$ cat src/rtl/counter_ctrl_pkg.sv
// Shared types for the counter command scheduler: requester opcodes and FSM states.
package counter_ctrl_pkg;

    // Requester opcode carried on each req_op slice.
    typedef enum logic [1:0] {
        OP_NOP  = 2'b00,
        OP_LOAD = 2'b01,
        OP_UP   = 2'b10,
        OP_DOWN = 2'b11
    } op_e;

    // Scheduler FSM states.
    typedef enum logic [1:0] {
        S_IDLE,
        S_LOAD,
        S_RUN,
        S_RESP
    } state_e;

    // True for the ops that step the counter.
    function automatic logic is_count_op(input op_e op);
        return (op == OP_UP) || (op == OP_DOWN);
    endfunction

endpackage

$ cat src/rtl/counter_rr_arb.sv
// Round-robin arbiter: combinational one-hot grant to the first valid requester at or
// after the pointer (wrapping); pointer moves past the winner on each accept.
module counter_rr_arb #(
    parameter int unsigned N_REQ = 2
) (
    input  logic                       clk,
    input  logic                       rst_n,
    input  logic [N_REQ-1:0]           req_valid_i,
    input  logic                       accept_i,
    output logic [N_REQ-1:0]           grant_o,
    output logic [$clog2(N_REQ)-1:0]   grant_idx_o
);

    localparam int unsigned IDX_W = $clog2(N_REQ);

    logic [IDX_W-1:0] ptr_q;
    logic [IDX_W-1:0] ptr_d;
    logic [IDX_W-1:0] idx;
    logic             found;

    // Scan requesters starting at the pointer; first valid one wins.
    always_comb begin
        grant_o     = '0;
        grant_idx_o = '0;
        found       = 1'b0;
        idx         = '0;
        for (int unsigned i = 0; i < N_REQ; i++) begin
            idx = IDX_W'((32'(ptr_q) + i) % N_REQ);
            if (!found && req_valid_i[idx]) begin
                grant_o[idx] = 1'b1;
                grant_idx_o  = idx;
                found        = 1'b1;
            end
        end
    end

    // Pointer value after the current winner, wrapping at N_REQ.
    always_comb begin
        ptr_d = (grant_idx_o == IDX_W'(N_REQ - 1)) ? '0 : grant_idx_o + IDX_W'(1);
    end

    // Pointer register, advanced only when a handshake completes.
    always_ff @(posedge clk or negedge rst_n) begin
        if (!rst_n) begin
            ptr_q <= '0;
        end else if (accept_i) begin
            ptr_q <= ptr_d;
        end
    end

endmodule

$ cat src/rtl/counter_cmd_sched.sv
// Round-robin command scheduler that drives a shared up/down counter on behalf of N_REQ
// requesters and returns the resulting count and a wrap flag for each command.
module counter_cmd_sched
    import counter_ctrl_pkg::*;
#(
    parameter int unsigned WIDTH  = 4,
    parameter int unsigned N_REQ  = 2,
    parameter int unsigned STEP_W = 8
) (
    input  logic                       clk,
    input  logic                       rst_n,
    input  logic [N_REQ-1:0]           req_valid,
    output logic [N_REQ-1:0]           req_ready,
    input  logic [2*N_REQ-1:0]         req_op,
    input  logic [STEP_W*N_REQ-1:0]    req_arg,
    output logic                       load_n,
    output logic                       ce,
    output logic                       up_down,
    output logic [WIDTH-1:0]           data_load,
    input  logic [WIDTH-1:0]           count_out,
    output logic                       rsp_valid,
    output logic [$clog2(N_REQ)-1:0]   rsp_id,
    output logic [WIDTH-1:0]           rsp_count,
    output logic                       rsp_wrap,
    output logic                       busy
);

    localparam int unsigned ID_W = $clog2(N_REQ);

    state_e              state_q, state_d;
    op_e                 op_q, op_d;
    logic [ID_W-1:0]     id_q, id_d;
    logic [STEP_W-1:0]   remaining_q, remaining_d;
    logic                wrap_q, wrap_d;
    logic                load_n_q, load_n_d;
    logic                ce_q, ce_d;
    logic                up_down_q, up_down_d;
    logic [WIDTH-1:0]    data_load_q, data_load_d;

    logic [N_REQ-1:0]    grant;
    logic [ID_W-1:0]     grant_idx;
    logic                accept;
    op_e                 op_sel;
    logic [STEP_W-1:0]   arg_sel;

    counter_rr_arb #(
        .N_REQ (N_REQ)
    ) u_arb (
        .clk         (clk),
        .rst_n       (rst_n),
        .req_valid_i (req_valid),
        .accept_i    (accept),
        .grant_o     (grant),
        .grant_idx_o (grant_idx)
    );

    // Select the granted requester's op and argument.
    always_comb begin
        op_sel  = OP_NOP;
        arg_sel = '0;
        for (int i = 0; i < int'(N_REQ); i++) begin
            if (grant[i]) begin
                op_sel  = op_e'(req_op[2*i +: 2]);
                arg_sel = req_arg[STEP_W*i +: STEP_W];
            end
        end
    end

    // FSM next state, command latches and next values of the registered counter controls.
    always_comb begin
        state_d     = state_q;
        op_d        = op_q;
        id_d        = id_q;
        remaining_d = remaining_q;
        wrap_d      = wrap_q;
        load_n_d    = 1'b1;
        ce_d        = 1'b0;
        up_down_d   = up_down_q;
        data_load_d = data_load_q;
        accept      = 1'b0;

        // The counter steps on this edge and is at its limit: record the wrap.
        if (ce_q && ((up_down_q && (count_out == {WIDTH{1'b1}})) ||
                     (!up_down_q && (count_out == '0)))) begin
            wrap_d = 1'b1;
        end

        unique case (state_q)
            S_IDLE: begin
                if (|grant) begin
                    accept = 1'b1;
                    op_d   = op_sel;
                    id_d   = grant_idx;
                    wrap_d = 1'b0;
                    if (op_sel == OP_LOAD) begin
                        state_d     = S_LOAD;
                        load_n_d    = 1'b0;
                        data_load_d = arg_sel[WIDTH-1:0];
                    end else if (is_count_op(op_sel) && (arg_sel != '0)) begin
                        state_d     = S_RUN;
                        ce_d        = 1'b1;
                        up_down_d   = (op_sel == OP_UP);
                        remaining_d = arg_sel;
                    end else begin
                        state_d = S_RESP;
                    end
                end
            end
            S_LOAD: begin
                state_d = S_RESP;
            end
            S_RUN: begin
                remaining_d = remaining_q - STEP_W'(1);
                if (remaining_q == STEP_W'(1)) begin
                    state_d = S_RESP;
                end else begin
                    ce_d      = 1'b1;
                    up_down_d = (op_q == OP_UP);
                end
            end
            S_RESP: begin
                state_d = S_IDLE;
            end
            default: begin
                state_d = S_IDLE;
            end
        endcase
    end

    // State, latches and counter-control output registers.
    always_ff @(posedge clk or negedge rst_n) begin
        if (!rst_n) begin
            state_q     <= S_IDLE;
            op_q        <= OP_NOP;
            id_q        <= '0;
            remaining_q <= '0;
            wrap_q      <= 1'b0;
            load_n_q    <= 1'b1;
            ce_q        <= 1'b0;
            up_down_q   <= 1'b1;
            data_load_q <= '0;
        end else begin
            state_q     <= state_d;
            op_q        <= op_d;
            id_q        <= id_d;
            remaining_q <= remaining_d;
            wrap_q      <= wrap_d;
            load_n_q    <= load_n_d;
            ce_q        <= ce_d;
            up_down_q   <= up_down_d;
            data_load_q <= data_load_d;
        end
    end

    // Outputs: counter controls come straight from registers; response decodes RESP.
    always_comb begin
        load_n    = load_n_q;
        ce        = ce_q;
        up_down   = up_down_q;
        data_load = data_load_q;
        busy      = (state_q != S_IDLE);
        req_ready = grant & {N_REQ{state_q == S_IDLE}};
        rsp_valid = (state_q == S_RESP);
        rsp_id    = id_q;
        rsp_count = rsp_valid ? count_out : '0;
        rsp_wrap  = rsp_valid & wrap_q;
    end

endmodule

$ cat config.mk
export PLATFORM = sky130hd
export DESIGN_NAME = counter_cmd_sched
export DESIGN_NICKNAME = d
export VERILOG_FILES = /design/src/rtl/counter_ctrl_pkg.sv /design/src/rtl/counter_rr_arb.sv /design/src/rtl/counter_cmd_sched.sv
export SDC_FILE = /design/constraint.sdc
export NUM_CORES = 1
export LEC_CHECK = 0
export CAP_MARGIN = 20
export CORE_MARGIN = 2
export CORE_UTILIZATION = 48
export DETAILED_ROUTE_END_ITERATION = 6
export PLACE_DENSITY = 0.91
export SYNTH_ARGS = -nofsm -noshare
export SYNTH_HDL_FRONTEND = slang
export SYNTH_HIERARCHICAL = 1
export SYNTH_SLANG_ARGS = --single-unit
export TNS_END_PERCENT = 1
$ cat constraint.sdc
create_clock -name clk -period 2.3 [get_ports clk]
set_input_delay 0.23 -clock clk [delete_from_list [all_inputs] [get_ports clk]]
set_output_delay 0.23 -clock clk [all_outputs]
set_load 0.1 [all_outputs]
==> reports/results.ini, run 1 <==
[run_status]
status=complete, no violations

[setup_path]
critPathRequiredTime_ps=2560
end_kind=flop
rrSetupSlack_ps=330
r2r_end=remaining_q[7]
r2r_cells=8
worst_setup_path_start_kind=flop
cp_max_fo=7
critPathArrivalTime_ps=2230
critPathKind=flop to flop

[placement]
dpl_cell_area_um2=2163
dp_cells=273
portBuffers=44
hpwl_um=3335
globalplace.congestion=0.8648

[die]
start_util_pct=49.41
die_y_um=62.15
core_area_um2=3284
die-width_um=62.15
fp-row-count=21
ioPinCount=45
dieArea_um2=3862

[global_route]
antenna_found_initial=0
grt_pass1_wl_um=7838
globalRouteOverflowTotal=0
grt_max_degree=23
track_usage_pct=24.96
grt_pass1_vias=1633

[pwr]
ir_worst_vdd_mv=0.6301
power_density_nw_per_um2=1436
p_leak_nw=0.9516

[layout]
fin_area_um2=2200
diodes=0
n_fill_cell=258
layoutNonFillerInstCount=277
syn_to_final_growth_pct=35.54
multi_input_area_um2=989.7
ff_latch_area_um2=553.0
final_nets=265
drive_above_1_share_pct=22.94

[clocking]
clock_sinks=22
cts_max_level=1
cts_tree=done
clock_latency_ps=330
cts_hold_buf=0
cts_setup_buffers=0
cts_buffers=3
clk_pin_slew_ps=150
cts-root-buf=clkbuf_4
cts_buffer_depth=2
post_cts_resized=0

[logic_synthesis]
avgSynthCellArea_um2=9.016
syn_nets=213
async_reset_ff_share_pct=100.0
ys_seq_elements=22
ys.warnings.count=6
ys_seq_area_share_pct=34.08
synth_area_um2=1623
synth_top_flop_cell=dfrtp_1
synthCells=180
yosysUniqueCellTypes=55
synth_edf_count=0

[sta]
slew_violations=0
hold_viol=0
setup_viol=0
fin_crit_sh_pct=85.87
max_freq_mhz=506.3
tns_ps=0
rsz0062_at_grt=no
max_slew.worst_pin.slew_ps=405.6
period_needed_ps=1975
fin_skew_ps=15.80
max-slew-margin-rel_pct=72.83

[drt]
routedWlPerCell_um=15.89
drc_errors=0
drt-initial-drc-count=95
drt_pass1_iterations=4
final_antenna_net_count=0
wirelength_um=4402
viasPerCell=5.791
num_vias=1604

[run]
cap_violations=0

[hold_path]
hold_path_class=primary input to asynchronous set/reset pin

## Yosys cell counts, types with 3 or more instances
cell | number | area share [%]
ha_1 | 5 | 3.9
mux2i_1 | 3 | 1.9
dfrtp_1 | 20 | 31
or3_1 | 4 | 1.5
nand2_1 | 18 | 4.2
inv_1 | 11 | 2.5
o21ai_0 | 11 | 3.4
clkbuf_1 | 5 | 1.2
a31oi_1 | 3 | 1.2
nor4_2 | 5 | 3.9
a21oi_1 | 12 | 3.7
a22oi_1 | 4 | 1.9
a21o_1 | 3 | 1.4
and2_1 | 10 | 3.9
nand4_1 | 3 | 1.2
o21a_1 | 3 | 1.4
nor2_1 | 9 | 2.1
a221oi_1 | 3 | 1.6
## sequential cells by signal, indices dropped and copies added, names as in the netlist, named ones only
name / cells
remaining_q: 8
up_down: 1
wrap_q: 1
data_load: 4
op_q: 2
state_q: 2
rsp_id: 1
ce: 1
load_n: 1
## report_power, final
part | switching (mW) | internal [mW] | total [mW]
Combinational | 1.47 | 0.723 | 2.19
Sequential | 0.162 | 0.569 | 0.731
Clock | 0.139 | 0.0968 | 0.236
## through the flow
stage	utilization, %	hold slack, ps	worst slack [ps]	power [mW]
global route	66.97	266.8	204.3	3.370
global placement	65.87	467.8	107.5	2.862
detailed placement	65.87	475.9	42.93	2.902
finish	66.97	244.7	325.0	3.159
CTS	66.97	276.6	323.6	3.140
floorplan	-	-65.59	8.803	2.356
## final cells by class
type | instances | share of cell area (%)
Clock buffer | 4 | 1.650
Inverter | 12 | 2.048
Multi-Input combinational cell | 138 | 44.99
Sequential cell | 22 | 25.14
Tap cell | 46 | 2.617
Timing Repair Buffer | 55 | 23.55
## layout by cell type, fill, tap and decap left out, types with 4 or more instances in the layout
cell	synthesis	final
a21oi_1	12	12
dfrtp_1	20	20
or3_1	4	4
a22oi_1	4	4
clkdlybuf4s50_1	0	27
nor4_2	5	5
ha_1	5	5
and2_1	10	9
o21ai_0	11	11
buf_4	1	25
inv_1	11	11
nand2_1	18	18
nor2_1	9	9
## metal layers
layer / up-vias / share of wire, % / GRT usage [%] / wire (um)
li1: 775 / - / - / -
met1: 766 / 42 / 31.48 / 1860
met2: 57 / 51 / 42.66 / 2230
met3: 6 / 5.8 / 4.891 / 254
met4: 0 / 1.3 / 8.889 / 57
met5: - / 0 / 0 / 0
## cells by family after synthesis
group | count (synthesis) | synth area share, %
flip-flops | 22 | 34.08
AO/OA/AOI/OAI | 63 | 29.14
multiplexers | 4 | 2.544
buffers and inverters | 20 | 5.012
adder cells (fa/ha/maj) | 5 | 3.855
AND/OR/NAND/NOR | 65 | 24.83
XOR/XNOR | 1 | 0.5398
## how the worst max path moves through the flow
stage	from	to	cells after the start
floorplan	state_q[1]	rsp_count[0]	2
global placement	req_valid[0]	remaining_q[1]	8
detailed placement	req_valid[0]	remaining_q[1]	8
CTS	flop	remaining_q[1]	7
global route	flop	remaining_q[5]	8
finish	flop	remaining_q[7]	8
## critical path, cell delays in order, from the launching register on
cell      delay (ps)
dfrtp_1          420
nand2b_4         160
and2_1           230
nand3b_4         200
a21oi_2          220
a32oi_2          150
buf_4            200
o21bai_1         140
a32oi_1          200
Note: power is estimated with default switching activity, not from simulation.
==> run 2: changes to the inputs <==
--- a/config.mk
+++ b/config.mk
@@ -6,7 +6,6 @@
 export NUM_CORES = 1
 export LEC_CHECK = 0
 export CAP_MARGIN = 20
-export CORE_MARGIN = 2
 export CORE_UTILIZATION = 48
 export DETAILED_ROUTE_END_ITERATION = 6
 export PLACE_DENSITY = 0.91
==> reports/results.ini, run 2 (synthesis gave the netlist of run 1 again) <==
[run_status]
status=complete, no violations

[layout]
final_nets=265
largest_reg_flops=8
syn_to_final_growth_pct=35.39
regMostFlops=remaining_q
diodes=0
fin_area_um2=2197
layout_common_cells=27 x clkdlybuf4s50_1, 25 x buf_4, 20 x dfrtp_1, 18 x nand2_1, 12 x a21oi_1
layout_commonest_cell=clkdlybuf4s50_1
drive_above_1_share_pct=22.94

[run]
cap_violations=0

[setup_path]
critPathRequiredTime_ps=2540
timing.critical_path.from=state_q[0]
end_kind=flop
r2r_end=state_q[0]
critPathArrivalTime_ps=2230
critPathKind=flop to flop
r2r_cells=7
critPathBufInv=2
critical_path.slowest_cell=dfrtp_1
crit_family=compound AO/OA/AOI/OAI gates
crit_path_end=state_q[0]
cp_max_fo=11
cpPeakStageDelay_ps=430
worst_setup_path_start_kind=flop
path_cells=inv_1 > ha_1 > inv_1 > a31oi_1 > or3_1 > o21ai_0 > a21oi_1
worstSetupPathDepth=7
r2r_start=state_q[0]
worst_path_most_repeated_cell=inv_1
rrSetupSlack_ps=310

[global_route]
grt_pass1_vias=1552
track_usage_pct=26.22
grt_pass1_wl_um=6969
grt_max_degree=23
globalRouteOverflowTotal=0
antenna_found_initial=0

[clocking]
cts_tree=done
clock_latency_ps=330
cts-root-buf=clkbuf_4
clock_sinks=22
cts_setup_buffers=0
cts_hold_buf=0
cts_buffers=3
cts_buffer_depth=2
clk_pin_slew_ps=140
post_cts_resized=0
cts_max_level=1

[die]
fp-row-count=20
ioPinCount=45
start_util_pct=51.88
die-width_um=60.15
core_area_um2=3128
dieArea_um2=3617
die_y_um=60.15

[placement]
dpl_cell_area_um2=2161
pre_cts_ws_ps=60.74
portBuffers=44
globalplace.congestion=0.9113
hpwl_um=3350

[sta]
setup_viol=0
timing.final.ws_setup_ps=309.2
fin_skew_ps=14.22
max-slew-margin-rel_pct=74.18
fin_crit_sh_pct=86.56
rsz0062_at_grt=no
tns_ps=0
max_slew.worst_pin.slew_ps=386.1
slew_violations=0
hold_viol=0
period_needed_ps=1991
max_freq_mhz=502.3

[drt]
route.met3.wl_um=256
highest_layer=met4
drc_errors=0
drt_pass1_iterations=4
num_vias=1618
routedWlPerCell_um=15.49
dr_wl_met2_um=2082
wirelength_um=4259
drt-met1-wl_um=1819
drt-initial-drc-count=100
final_antenna_net_count=0
viasPerCell=5.884

[pwr]
power_density_nw_per_um2=1439
p_leak_nw=0.9517
ir_worst_vdd_mv=0.8920

[hold_path]
hold_path_class=primary input to asynchronous set/reset pin

run 2: routing by layer:
| layer | vias up | global-route usage, % |
|---|---|---|
| met3 | 11 | 3.463 |
| met4 | 0 | 12.29 |
| met1 | 759 | 33.96 |
| li1 | 776 | - |
| met2 | 72 | 42.86 |
| met5 | - | 0 |
run 2: how the worst min path moves through the flow:
stage	startpoint	endpoint	slack [ps]	cells after the start
floorplan	rst_n	ce	-70	0
global placement	data_load[1]	data_load[1]	460	2
detailed placement	data_load[2]	data_load[2]	470	2
CTS	rst_n	remaining_q[3]	260	2
global route	rst_n	op_q[0]	270	2
finish	rst_n	remaining_q[3]	240	2
run 2: worst register-to-register path: cells and delay by family (launching register included):
family          cells  cell delay (ps)
fa+ha+maj           1              360
compound gates      3              580
simple gates        1              170
flops               1              430
buf+inv             2              390
run 2: final cells by class:
cell class | instances | area [um2]
Clock buffer | 4 | 36.28
Fill cell | 243 | 930.9
Inverter | 12 | 45.04
Multi-Input combinational cell | 138 | 989.7
Sequential cell | 22 | 553.0
Tap cell | 44 | 55.05
Timing Repair Buffer | 55 | 518.0
run 2: power breakdown:
part	total, mW	switching, mW	internal, mW	leakage (nW)
clock	0.229	0.133	0.0968	0.0210
sequential	0.735	0.166	0.570	0.263
combinational	2.20	1.46	0.732	0.668
total	3.16	1.76	1.40	0.952
run 2: metrics by stage:
stage               hold WS (ps)  std cells  total power [mW]  util, %
floorplan                 -65.59        180             2.356        -
global placement           462.3        271             2.861    69.08
detailed placement         472.3        271             2.913    69.08
CTS                        256.8        275             3.140    70.24
global route               266.3        275             3.346    70.24
finish                     239.2        275             3.161    70.24
==> run 3: changes to the inputs <==
--- a/config.mk
+++ b/config.mk
@@ -8,7 +8,7 @@
 export CAP_MARGIN = 20
 export CORE_UTILIZATION = 48
 export DETAILED_ROUTE_END_ITERATION = 6
-export PLACE_DENSITY = 0.91
+export PLACE_DENSITY = 0.8
 export SYNTH_ARGS = -nofsm -noshare
 export SYNTH_HDL_FRONTEND = slang
 export SYNTH_HIERARCHICAL = 1
==> reports/results.ini, run 3 (synthesis gave the netlist of run 1 again) <==
[run_status]
status=complete, no violations

[die]
die_y_um=60.15
start_util_pct=51.88
ioPinCount=45
die-width_um=60.15
fp-row-count=20
core_area_um2=3128
dieArea_um2=3617

[layout]
layout_commonest_cell=clkdlybuf4s50_1
drive_above_1_share_pct=22.61
regMostFlops=remaining_q
layout_common_cells=27 x clkdlybuf4s50_1, 24 x buf_4, 20 x dfrtp_1, 18 x nand2_1, 12 x a21oi_1
largest_reg_flops=8
layoutNonFillerInstCount=274
diodes=0
fin_util_pct=70.00
syn_to_final_growth_pct=34.93
final_nets=264
fin_area_um2=2190

[placement]
globalplace.congestion=0.8977
dpl_cell_area_um2=2153
hpwl_um=3438
dp_cells=270
pre_cts_ws_ps=13.79
portBuffers=44

[drt]
num_vias=1612
final_antenna_net_count=0
wirelength_um=4403
routedWlPerCell_um=16.07
drc_errors=0
drt-initial-drc-count=70
drt_pass1_iterations=4
viasPerCell=5.883

[sta]
max_slew.worst_pin.slew_ps=523.9
max-slew-margin-rel_pct=65.00
slew_violations=0
fin_skew_ps=7.876
fin_crit_sh_pct=90.19
setup_viol=0
timing.final.ws_setup_ps=225.7
rsz0062_at_grt=no
holdWs_ps=255.0
period_needed_ps=2074
hold_viol=0
tns_ps=0
max_freq_mhz=482.1

[clocking]
clock_latency_ps=310
cts_buffers=3
cts_hold_buf=0
cts_setup_buffers=0
cts_buffer_depth=2
cts_tree=done
cts_max_level=1
clk_pin_slew_ps=130
post_cts_resized=0
clock_sinks=22
cts-root-buf=clkbuf_4

[global_route]
grt_max_degree=23
grt_pass1_wl_um=7024
grt_pass1_vias=1599
antenna_found_initial=0
globalRouteOverflowTotal=0
track_usage_pct=25.94

[pwr]
share_seq_of_total_power_pct=23.3
power_density_nw_per_um2=1435
swShare_pct=55.80
finalPower_mw=3.143
clkPwrFrac_pct=7.0
ir_worst_vdd_mv=0.7287
share_comb_of_total_power_pct=69.7
p_int_mw=1.389
switchingPower_mw=1.754
p_leak_nw=0.9471

[setup_path]
r2r_cells=8
critPathKind=flop to flop
critPathArrivalTime_ps=2280
critPathRequiredTime_ps=2510
end_kind=flop
cp_max_fo=8
rrSetupSlack_ps=230
worst_setup_path_start_kind=flop
r2r_end=remaining_q[1]

[run]
cap_violations=0

[hold_path]
hold_path_class=primary input to asynchronous set/reset pin

==> run 3: cell count changes in the layout (fill, tap and decap cells not counted), sizes merged <==
cell / before / now
buf: 28 / 27
==> run 3: cell type report <==
cell class	instances	area, um2
clock buffer	4	36.28
fill	263	938.4
inverter	12	45.04
multi-input combinational	138	989.7
sequential	22	553.0
tap	44	55.05
timing repair buffer	54	510.5
==> run 3: power by group through the flow <==
stage	Combinational (mW)	Sequential, mW	Clock (mW)
after floorplan	1.27	1.08	0
after global placement	2.12	0.730	0
final	2.19	0.733	0.220
after detailed placement	2.18	0.739	0
after global routing	2.33	0.761	0.239
after CTS	2.18	0.731	0.223
==> run 3: layer usage <==
metal	GRT usage [%]	up-vias	wire (um)
met2	46.00	61	2278
met5	0	-	0
met3	3.680	8	244
met4	10.30	0	74
met1	31.10	777	1805
li1	-	766	-
==> run 3: worst max-delay path by stage <==
stage / cells past startpoint / slack [ps] / to / startpoint
floorplan: 2 / 9 / rsp_count[0] / state_q[1]
global placement: 8 / 100 / remaining_q[3] / req_valid[0]
detailed placement: 9 / 10 / remaining_q[1] / req_valid[0]
CTS: 8 / 260 / remaining_q[1] / flop
global route: 8 / 100 / remaining_q[0] / req_valid[0]
finish: 8 / 230 / remaining_q[1] / flop
==> run 3: worst max-delay path, stage by stage (launching register included) <==
cell and delay, ps:
dfrtp_1 410, nand2b_4 160, and2_1 290, nand3b_4 220, a21oi_2 60, a32oi_2 300, buf_4 200, nor3_1 50
a311o_1 280
